### src/rtl/keypad_number_entry_if.sv
// Keypad matrix pins and the converted-number result bus of keypad_number_entry.
interface keypad_number_entry_if #(
   parameter int DIGITS = 3,
   parameter int WIDTH  = 8
);
   localparam int CNT_W = $clog2(DIGITS + 1);

   logic [3:0]       row;
   logic [3:0]       col;
   logic [WIDTH-1:0] out;
   logic             out_valid;
   logic             overflow;
   logic             neg;
   logic             busy;
   logic [CNT_W-1:0] digit_count;

   modport slave  (input row, output col, out, out_valid, overflow, neg, busy, digit_count);
   modport master (output row, input col, out, out_valid, overflow, neg, busy, digit_count);
endinterface

### src/rtl/keypad_number_entry.sv
// 4x4 keypad scanner with debounce, signed decimal entry buffer and
// serial BCD-to-binary conversion with saturation to a WIDTH-bit result.
module keypad_number_entry #(
   parameter int DIGITS   = 3,
   parameter int WIDTH    = 8,
   parameter int SCAN_DIV = 4,
   parameter int DEBOUNCE = 2
) (
   input logic                  clk,
   input logic                  reset,
   keypad_number_entry_if.slave kp
);
   localparam int CNT_W = $clog2(DIGITS + 1);
   localparam int DIV_W = $clog2(SCAN_DIV);
   localparam int DB_W  = $clog2(DEBOUNCE + 1);
   localparam int ACC_W = $clog2(10 ** DIGITS);

   localparam logic [DIV_W-1:0] DIV_LAST  = DIV_W'(SCAN_DIV - 1);
   localparam logic [DB_W-1:0]  DB_MAX    = DB_W'(DEBOUNCE);
   localparam logic [CNT_W-1:0] CNT_MAX   = CNT_W'(DIGITS);
   localparam logic [CNT_W-1:0] CONV_LAST = CNT_W'(DIGITS - 1);

   localparam logic [1:0] ENTRY = 2'd0;
   localparam logic [1:0] CONV  = 2'd1;
   localparam logic [1:0] OUT   = 2'd2;

   // key code is {row, col}
   localparam logic [3:0] K_A    = 4'h3;
   localparam logic [3:0] K_B    = 4'h7;
   localparam logic [3:0] K_STAR = 4'hC;
   localparam logic [3:0] K_ZERO = 4'hD;
   localparam logic [3:0] K_HASH = 4'hE;

   // ---------------- column scan ----------------
   logic [DIV_W-1:0] div_cnt;
   logic [1:0]       col_idx;
   logic             slot_end, frame_end;
   logic             fr_hit;
   logic [3:0]       fr_key;
   logic             row_any, cur_hit;
   logic [1:0]       row_first;
   logic [3:0]       cur_key;

   assign slot_end  = (div_cnt == DIV_LAST);
   assign frame_end = slot_end && (col_idx == 2'd3);
   assign kp.col    = ~(4'b0001 << col_idx);
   assign row_any   = (kp.row != 4'hF);

   always_comb begin
      row_first = 2'd0;
      for (int i = 3; i >= 0; i--)
         if (!kp.row[i]) row_first = 2'(i);
   end

   // frame result including the column being sampled right now
   assign cur_hit = fr_hit | row_any;
   assign cur_key = fr_hit ? fr_key : {row_first, col_idx};

   always_ff @(posedge clk or negedge reset) begin
      if (!reset) begin
         div_cnt <= '0;
         col_idx <= 2'd0;
         fr_hit  <= 1'b0;
         fr_key  <= 4'h0;
      end else if (slot_end) begin
         div_cnt <= '0;
         col_idx <= col_idx + 2'd1;
         if (frame_end) begin
            fr_hit <= 1'b0;
            fr_key <= 4'h0;
         end else if (!fr_hit && row_any) begin
            fr_hit <= 1'b1;
            fr_key <= {row_first, col_idx};
         end
      end else begin
         div_cnt <= div_cnt + DIV_W'(1);
      end
   end

   // ---------------- debounce ----------------
   logic [3:0]      db_key;
   logic [DB_W-1:0] db_cnt, db_cnt_nxt;
   logic            db_lock;
   logic            key_evt;
   logic [3:0]      evt_key;
   logic            db_same;

   assign db_same = (db_cnt != '0) && (cur_key == db_key);

   always_comb begin
      db_cnt_nxt = DB_W'(1);
      if (db_same) db_cnt_nxt = (db_cnt == DB_MAX) ? db_cnt : db_cnt + DB_W'(1);
   end

   // db_lock blocks auto-repeat until an empty frame is seen
   always_ff @(posedge clk or negedge reset) begin
      if (!reset) begin
         db_key  <= 4'h0;
         db_cnt  <= '0;
         db_lock <= 1'b0;
         key_evt <= 1'b0;
         evt_key <= 4'h0;
      end else begin
         key_evt <= 1'b0;
         if (frame_end) begin
            if (!cur_hit) begin
               db_cnt  <= '0;
               db_lock <= 1'b0;
            end else begin
               db_key <= cur_key;
               db_cnt <= db_cnt_nxt;
               if (db_cnt_nxt == DB_MAX && !db_lock) begin
                  key_evt <= 1'b1;
                  evt_key <= cur_key;
                  db_lock <= 1'b1;
               end
            end
         end
      end
   end

   // ---------------- entry / conversion ----------------
   logic [1:0]             state;
   logic [DIGITS-1:0][3:0] bcd;
   logic [CNT_W-1:0]       cnt, conv_idx;
   logic [ACC_W-1:0]       acc, acc_nxt;
   logic                   neg_r, ovf_r, vld_r;
   logic [WIDTH-1:0]       out_r, sat_out;
   logic                   sat_ov;
   logic                   is_digit;
   logic [3:0]             digit_val;
   logic [63:0]            mag, lim_pos;

   assign is_digit  = ((evt_key[3:2] != 2'd3) && (evt_key[1:0] != 2'd3)) || (evt_key == K_ZERO);
   assign digit_val = (evt_key == K_ZERO) ? 4'd0 :
                      {2'b00, evt_key[3:2]} * 4'd3 + {2'b00, evt_key[1:0]} + 4'd1;

   // slots beyond the entered count leave acc untouched
   assign acc_nxt = (conv_idx < cnt) ? acc * ACC_W'(10) + ACC_W'(bcd[conv_idx]) : acc;

   always_comb begin
      mag     = 64'(acc_nxt);
      lim_pos = (64'd1 << (WIDTH - 1)) - 64'd1;
      if (neg_r) begin
         sat_ov  = (mag > lim_pos + 64'd1);
         sat_out = sat_ov ? {1'b1, {(WIDTH-1){1'b0}}} : WIDTH'(64'd0 - mag);
      end else begin
         sat_ov  = (mag > lim_pos);
         sat_out = sat_ov ? WIDTH'(lim_pos) : WIDTH'(mag);
      end
   end

   always_ff @(posedge clk or negedge reset) begin
      if (!reset) begin
         state    <= ENTRY;
         bcd      <= '0;
         cnt      <= '0;
         neg_r    <= 1'b0;
         conv_idx <= '0;
         acc      <= '0;
         out_r    <= '0;
         ovf_r    <= 1'b0;
         vld_r    <= 1'b0;
      end else begin
         vld_r <= 1'b0;
         case (state)
            ENTRY: if (key_evt) begin
               if (is_digit) begin
                  if (cnt != CNT_MAX) begin
                     bcd[cnt] <= digit_val;
                     cnt      <= cnt + CNT_W'(1);
                  end
               end else if (evt_key == K_STAR) begin
                  neg_r <= ~neg_r;
               end else if (evt_key == K_A) begin
                  bcd   <= '0;
                  cnt   <= '0;
                  neg_r <= 1'b0;
               end else if (evt_key == K_B) begin
                  if (cnt != '0) cnt <= cnt - CNT_W'(1);
               end else if (evt_key == K_HASH) begin
                  state    <= CONV;
                  conv_idx <= '0;
                  acc      <= '0;
               end
            end
            CONV: begin
               acc      <= acc_nxt;
               conv_idx <= conv_idx + CNT_W'(1);
               if (conv_idx == CONV_LAST) begin
                  state <= OUT;
                  out_r <= sat_out;
                  ovf_r <= sat_ov;
                  vld_r <= 1'b1;
               end
            end
            OUT: begin
               state <= ENTRY;
               bcd   <= '0;
               cnt   <= '0;
               neg_r <= 1'b0;
            end
            default: state <= ENTRY;
         endcase
      end
   end

   assign kp.out         = out_r;
   assign kp.out_valid   = vld_r;
   assign kp.overflow    = ovf_r;
   assign kp.neg         = neg_r;
   assign kp.busy        = (state == CONV);
   assign kp.digit_count = cnt;
endmodule

### src/flat_wrapper.sv
// flat-port wrapper written by rule: the top's interface ports become plain ports
module keypad_number_entry_flat 
#(
   parameter int DIGITS   = 3,
   parameter int WIDTH    = 8,
   parameter int SCAN_DIV = 4,
   parameter int DEBOUNCE = 2
)
  (clk, reset, kp_row, kp_col, kp_out, kp_out_valid, kp_overflow, kp_neg, kp_busy, kp_digit_count);
  keypad_number_entry_if #(.DIGITS(DIGITS), .WIDTH(WIDTH)) kp_i ();
  input logic clk;
  input logic reset;
  input wire logic [$bits(kp_i.row)-1:0] kp_row;
  output wire logic [$bits(kp_i.col)-1:0] kp_col;
  output wire logic [$bits(kp_i.out)-1:0] kp_out;
  output wire logic [$bits(kp_i.out_valid)-1:0] kp_out_valid;
  output wire logic [$bits(kp_i.overflow)-1:0] kp_overflow;
  output wire logic [$bits(kp_i.neg)-1:0] kp_neg;
  output wire logic [$bits(kp_i.busy)-1:0] kp_busy;
  output wire logic [$bits(kp_i.digit_count)-1:0] kp_digit_count;
  assign kp_i.row = kp_row;
  assign kp_col = kp_i.col;
  assign kp_out = kp_i.out;
  assign kp_out_valid = kp_i.out_valid;
  assign kp_overflow = kp_i.overflow;
  assign kp_neg = kp_i.neg;
  assign kp_busy = kp_i.busy;
  assign kp_digit_count = kp_i.digit_count;
  keypad_number_entry #(.DIGITS(DIGITS), .WIDTH(WIDTH), .SCAN_DIV(SCAN_DIV), .DEBOUNCE(DEBOUNCE)) u_core (.clk(clk), .reset(reset), .kp(kp_i));
endmodule
### config.mk
export PLATFORM = sky130hd
export DESIGN_NAME = keypad_number_entry_flat
export DESIGN_NICKNAME = d
export VERILOG_FILES = /design/src/rtl/keypad_number_entry_if.sv /design/src/rtl/keypad_number_entry.sv /design/src/flat_wrapper.sv
export SDC_FILE = /design/constraint.sdc
export NUM_CORES = 1
export LEC_CHECK = 0
export ABC_AREA = 1
export BUFFER_PORTS_ARGS = -buffer_cell sky130_fd_sc_hd__clkbuf_2
export CAP_MARGIN = 25
export CORE_ASPECT_RATIO = 1.1
export CORE_MARGIN = 2
export CORE_UTILIZATION = 30
export DETAILED_ROUTE_END_ITERATION = 7
export GPL_ROUTABILITY_DRIVEN = 0
export SYNTH_ARGS = -nofsm -noshare
export SYNTH_HDL_FRONTEND = slang
export SYNTH_SLANG_ARGS = --single-unit
### constraint.sdc
create_clock -name clk -period 8.75 [get_ports clk]
set_clock_uncertainty 0.05 [all_clocks]
set_input_delay 1.3125 -clock clk [delete_from_list [all_inputs] [get_ports clk]]
set_output_delay 1.3125 -clock clk [all_outputs]
set_load 0.01 [all_outputs]
== Word-level counts from Yosys, hierarchy flattened ==
Cells that the tools add are included.
Storage, ports and cells
  register bits after elaboration: 60
  input port bits: 6
  output and inout port bits: 18
  logic and storage cells: 170
Cells by class
  add/sub/neg operators: 10
  multipliers: 2
  $lt $le $gt $ge: 6
  equal/unequal tests: 31
  shift-type cells: 1
  mux-type cells: 72
  bitwise operators: 3
  reductions and logical operators: 25
Operators by type and width (number)
  2-to-1 mux 10 bit: 7
  2-to-1 mux 12 bit: 5
  2-to-1 mux 2 bit: 28
  2-to-1 mux 4 bit: 6
  2-to-1 mux 8 bit: 3
  one-hot mux 12 bit (2 select lines): 1
  one-hot mux 10 bit (2 select lines): 1
  inequality test 2 bit (second input constant): 8
  2-to-1 mux 1 bit: 14
  AND reduction 7 bit: 2
  bitwise mux 12 bit: 1
  == test 2 bit (second input constant): 6
  == test 4 bit (second input constant): 3
  one-hot mux 2 bit (2 select lines): 3
  adder 10 x 4 -> 10 bit: 1
  adder 2 x 1 -> 2 bit (second input constant): 5
  greater-than comparator 10 x 7 -> 1 bit (second input constant): 1
  greater-than comparator 10 x 8 -> 1 bit (second input constant): 1
  multiplier 10 x 3 -> 9 bit (second input constant): 1
  nonzero test 2 bit: 5
  binary-select mux 4 bit (select 2 bit): 1
  demux 4 bit (select 2 bit): 1
  inequality test 4 x 1 -> 1 bit (second input constant): 2
  AND reduction 2 bit: 4
  other kinds (30): 40

== Depth between registers and ports, before layout ==
  depth after elaboration: 13
  mapped depth: 23
  mapped depth without buffers: 22

== Worst setup path before layout ==
OpenSTA, ideal clock, no wires.
  path kind: register to register
  from: register u_core.acc[1]
  to: register u_core.out_r[1], in the netlist u_core.kp.out[1]
  setup time: 0.115 ns
  data arrival time: 2.570 ns
  required time: 8.585 ns
  setup slack: 6.014 ns
  cell stages (with the launch flop): 19
  path buffers: 0
  period minus slack after synthesis: 2.736 ns
  path through: dfrtp_1 -> ha_1 -> ha_1 -> fa_1 -> nand2_1 -> nor2_1 -> nand2_1 -> nand2_1 -> nand2_1 -> clkinv_1 -> nand3_1 -> nand2_1 -> nand2_1 -> nand2_2 -> nand3_1 -> nand2_2 -> nand2_1 -> nor2_1 -> nor2_1
Between the ends
  longest elaborated chain between the ends: 6
  elaborated cells on any way between the ends: 9
  those cells by class: add/sub (2); mul (1); order compare (2); mux (4)
Ends and longest elaborated chain
  from (decl): line keypad_number_entry.sv:126  | logic [ACC_W-1:0] acc, acc_nxt;
  from (signal assigned): line keypad_number_entry.sv:188  | acc <= acc_nxt;
  multiplier 10 x 3 -> 9 bit: line keypad_number_entry.sv:139  | assign acc_nxt = (conv_idx < cnt) ? acc * ACC_W'(10) + ACC_W'(bcd[conv_idx]) : acc;
  adder 10 x 4 -> 10 bit: line keypad_number_entry.sv:139
  2-to-1 mux 10 bit *: line keypad_number_entry.sv:139
  greater-than comparator 10 x 7 -> 1 bit or greater-than comparator 10 x 8 -> 1 bit (tied branches): line keypad_number_entry.sv:148, keypad_number_entry.sv:145
  2-to-1 mux 8 bit (on tied branches): line keypad_number_entry.sv:149, keypad_number_entry.sv:146
  2-to-1 mux 8 bit *: line keypad_number_entry.sv:144  | if (neg_r) begin
  to (signal assigned): line keypad_number_entry.sv:192  | out_r <= sat_out;
  to (decl): line keypad_number_entry.sv:128  | logic [WIDTH-1:0] out_r, sat_out;
Every way passes the cells marked *; elsewhere a longest branch is shown, timed or not.
A chain may end at the register's enable or synchronous reset.

== Worst setup path after layout ==
  from: register u_core.conv_idx[0]
  to: register u_core.out_r[5], in the netlist u_core.kp.out[5]
Between the ends
  longest elaborated chain between the ends: 7
  elaborated cells on any way between the ends: 13
  those cells by class: add/sub (2); order compare (3); eq/ne (1); mux (6); reduce/logical (1)
Ends and longest elaborated chain
  from (decl): line keypad_number_entry.sv:125  | logic [CNT_W-1:0] cnt, conv_idx;
  from (signal assigned): line keypad_number_entry.sv:189  | conv_idx <= conv_idx + CNT_W'(1);
  binary-select mux 4 bit (select 2 bit): line keypad_number_entry.sv:139
  2-to-1 mux 4 bit (not written as such): line keypad_number_entry.sv:139
  adder 10 x 4 -> 10 bit: line keypad_number_entry.sv:139
  2-to-1 mux 10 bit: line keypad_number_entry.sv:139
  subtractor 1 x 8 -> 8 bit, or another cell as far along: line keypad_number_entry.sv:146  | sat_out = sat_ov ? {1'b1, {(WIDTH-1){1'b0}}} : WIDTH'(64'd0 - mag);
  2-to-1 mux 8 bit (on tied branches): line keypad_number_entry.sv:146, keypad_number_entry.sv:149
  2-to-1 mux 8 bit: line keypad_number_entry.sv:144
Several ways; a longest one is shown, not always the timed one. The select of a mux whose other input is x is not followed.

==> summary.txt <==
Clocking
  • Clk slew on worst S/H paths: roughly 0.05 ns
  • Skew-Pair Late Insertion Delay: 0.32 ns
  • Root Buffer: clkbuf_16
  • CTS Buf Count: 9
  • CTS H-tree lvls: 3
  • Hold-fix buffers, CTS: 0
  • Clk sinks: 60
  • TritonCTS clock tree: yes
  • Post-cts sizing count: 0
  • Longest Clk Path Bufs: 2
  • Post-CTS Setup Bufs: 0

Timing
  • Hold Slack: ~0.39 ns
  • Fmax: between 300 and 400 MHz
  • Slew headroom: around 48%
  • Setup TNS: 0 ns
  • Final setup violation count: 0
  • Final count of pins violating max slew: 0
  • Tcrit/Tclk final: a little over a third
  • Actual slew at the worst max-slew pin: ~0.78 ns
  • Minimum clock period: between 3 and 4 ns
  • RSZ-0062 raised after global routing: false
  • Final Hold Fails: 0

Pwr
  • Combinational Power Share: about three fifths
  • Pint: 0.0009768 W
  • Max VDD drop: 0.0001567 V
  • Clock network fraction of design power: between 10% and 20%
  • Sw Pwr: between 0.0009 and 0.001 W
  • Final Power: 0.001926 W
  • Leakage: approximately 2.5 nW
  • Sequential Power Share: a little over a fifth
  • Power Density: ~400 nW/um^2
  • Net Sw Frac: between 40% and 50%

Synthesis
  • Synthesized area: roughly 4300 um^2
  • Cells after Synth: 542
  • Yosys Warn Count: 0
  • Unique masters post-synth: 43
  • Area contributors post-synth: dfrtp_1, nand2_1, ha_1
  • Yosys top cell by area: dfrtp_1
  • Ys flop type: dfrtp_1
  • Commonest cells in the netlist: nand2_1, inv_1, dfrtp_1
  • #FFs+latches synth: 60
  • Avg Cell Area, Syn: 7.879 um^2
  • Syn Nets: approximately 590
  • Post-synth top area share: around a third
  • Count leader, synth: nand2_1
  • Seq/Total Area, Yosys: a little over a third
  • Post-synth EDFFs: 0
  • Asr flop ratio synth: 100.0%

Detailed routing
  • Avg WL per Cell: between 10 and 15 um
  • WL final: 8942 um
  • Initial DRC Count: 195
  • Post-route ant nets: 0
  • Drt pass-1 iters: 4
  • Vias per cell: ~4.6
  • Residual DRC: 0
  • Vias: around 3500

Outcome
  • Outcome: complete, no violations

Floorplanning
  • Die width: ~120 um
  • Starting Density: between 30% and 40%
  • Die height: 129.1 um
  • # rows: 45
  • Die ar.: 15210 um^2
  • Core Area: between 10000 and 15000 um^2
  • I/O Pins: 24

Layout
  • Share of layout cells above drive strength 1: ~16%
  • Seq. cell area: about 1500 um^2
  • Fillers: between 1000 and 1500
  • Synthesis-to-finish area growth: 14.01%
  • Fin nets: about 620
  • Ant diodes: 0
  • Multi-input gate area: around 2400 um^2

Worst setup path
  • Type of origin of the critical path: register
  • Worst R2R End: u_core.kp.out[5]$_DFFE_PN0P_
  • Critical Path RT: just under 9 ns
  • Critical path type: register to register
  • R2r startpoint: u_core.conv_idx[0]$_DFFE_PN0P_
  • Worst reg-to-reg path cell count: 20
  • CP arrival: 3.30 ns
  • CP Max Fanout: 12
  • Reg-to-reg slack, setup: 5.62 ns
  • CP Capture Type: register

GRT
  • GR Overflow Total: 0
  • Gr usage total: 12.75%
  • Largest net degree at the start of global routing: 61
  • Vias in the first global route: 3567
  • First-pass GRT wire length: 15980 um
  • Initial antenna violation count: 0

Min path
  • WHS Path Cells: 1
  • HP Class: register to register
  • Hold path startpoint: u_core.div_cnt[0]$_DFF_PN0_
  • Hold EP: u_core.div_cnt[0]$_DFF_PN0_

Placed design
  • PortBufs: 23
  • Final HPWL DP: ~7000 um

Job
  • Max-Cap Viols: 0
[layer usage]
| metal | part of all wire, % | global-route usage, % |
|---|---|---|
| met3 | 3.9 | 2.641 |
| met5 | 0 | 0 |
| met1 | 42 | 14.45 |
| met4 | 1.5 | 4.890 |
| met2 | 53 | 23.67 |
[cell usage in the layout, fill, tap and decap left out, types with 10 or more instances in the layout]
| master | count |
|---|---|
| ha_1 | 34 |
| inv_1 | 86 |
| o21ai_0 | 26 |
| nand2_2 | 11 |
| nor2_1 | 40 |
| clkbuf_2 | 23 |
| dfrtp_1 | 60 |
| nand3_1 | 39 |
| o21ai_1 | 18 |
| o22ai_1 | 10 |
| a21oi_1 | 15 |
| nand2_1 | 116 |
[cells by family (layout without fill, tap and decap cells)]
logic type | after synthesis | in the layout | synth area share (%)
adders and majority gates | 38 | 38 | 11.84
buffers and inverters | 103 | 135 | 9.728
muxes | 2 | 2 | 0.5274
AOI/OAI and AO/OA | 85 | 85 | 12.57
xor gates and xnor gates | 11 | 11 | 2.256
DFF | 60 | 60 | 35.16
and+or+nand+nor | 243 | 243 | 27.92
[registers in the layout, indices dropped and copies added (netlist names), 4 cells and up]
name            flops
u_core.acc         10
u_core.kp.out       8
u_core.fr_key       4
u_core.evt_key      4
u_core.bcd         12
u_core.db_key       4
[worst max-delay path: stages, from the launching register on]
cell and delay [ns]:
dfrtp_1 0.38, inv_2 0.17, nand2_1 0.14, o21ai_0 0.21
ha_1 0.23, inv_1 0.07, fa_1 0.42, inv_1 0.09
nand3_1 0.06, nand2_1 0.13, nand2_1 0.07, nor2_1 0.13
nand2_1 0.09, nand3_1 0.10, o21ai_2 0.10, inv_2 0.12
nand3_1 0.12, nand2_2 0.12, nand2_1 0.06, nor2_1 0.12
nor2_1 0.05
[per-stage QoR]
stage | utilization, % | cells | cell area (um^2) | setup slack (ns)
2_1_floorplan | - | 542 | 4270 | 6.014
3_3_place_gp | 33.04 | 748 | 4577 | 5.677
3_5_place_dp | 33.04 | 748 | 4577 | 5.612
4_1_cts | 35.15 | 762 | 4868 | 5.585
5_1_grt | 35.15 | 762 | 4868 | 5.209
6_report | 35.15 | 762 | 4868 | 5.616
[power by group through the flow]
| stage | clock network [W] | logic (W) | registers (W) |
|---|---|---|---|
| 2_1_floorplan | 0 | 0.000970 | 0.000396 |
| 3_3_place_gp | 0 | 0.00115 | 0.000403 |
| 3_5_place_dp | 0 | 0.00117 | 0.000405 |
| 4_1_cts | 0.000356 | 0.00118 | 0.000402 |
| 5_1_grt | 0.000370 | 0.00133 | 0.000409 |
| 6_report | 0.000347 | 0.00118 | 0.000400 |
[final cells by class]
| cell class | count | area share (%) |
|---|---|---|
| Clock buffer | 12 | 5.269 |
| Clock inverter | 2 | 0.7196 |
| Inverter | 97 | 7.479 |
| Multi-Input combinational cell | 379 | 48.34 |
| Sequential cell | 60 | 30.84 |
| Tap cell | 188 | 4.832 |
| Timing Repair Buffer | 24 | 2.519 |
[worst max path at each step]
stage / start / end / slack (ns) / cells after the start
CTS: u_core.conv_idx[0]$_DFFE_PN0P_ / u_core.kp.out[5]$_DFFE_PN0P_ / 5.58 / 20
global placement: u_core.conv_idx[0]$_DFFE_PN0P_ / u_core.kp.out[5]$_DFFE_PN0P_ / 5.68 / 20
global route: u_core.conv_idx[0]$_DFFE_PN0P_ / u_core.kp.out[1]$_DFFE_PN0P_ / 5.21 / 20
detailed placement: u_core.conv_idx[0]$_DFFE_PN0P_ / u_core.kp.out[5]$_DFFE_PN0P_ / 5.61 / 20
floorplan: u_core.acc[1]$_DFFE_PN0P_ / u_core.kp.out[1]$_DFFE_PN0P_ / 6.01 / 18
finish: u_core.conv_idx[0]$_DFFE_PN0P_ / u_core.kp.out[5]$_DFFE_PN0P_ / 5.62 / 20
No activity file was read; power rests on OpenSTA's default activity.
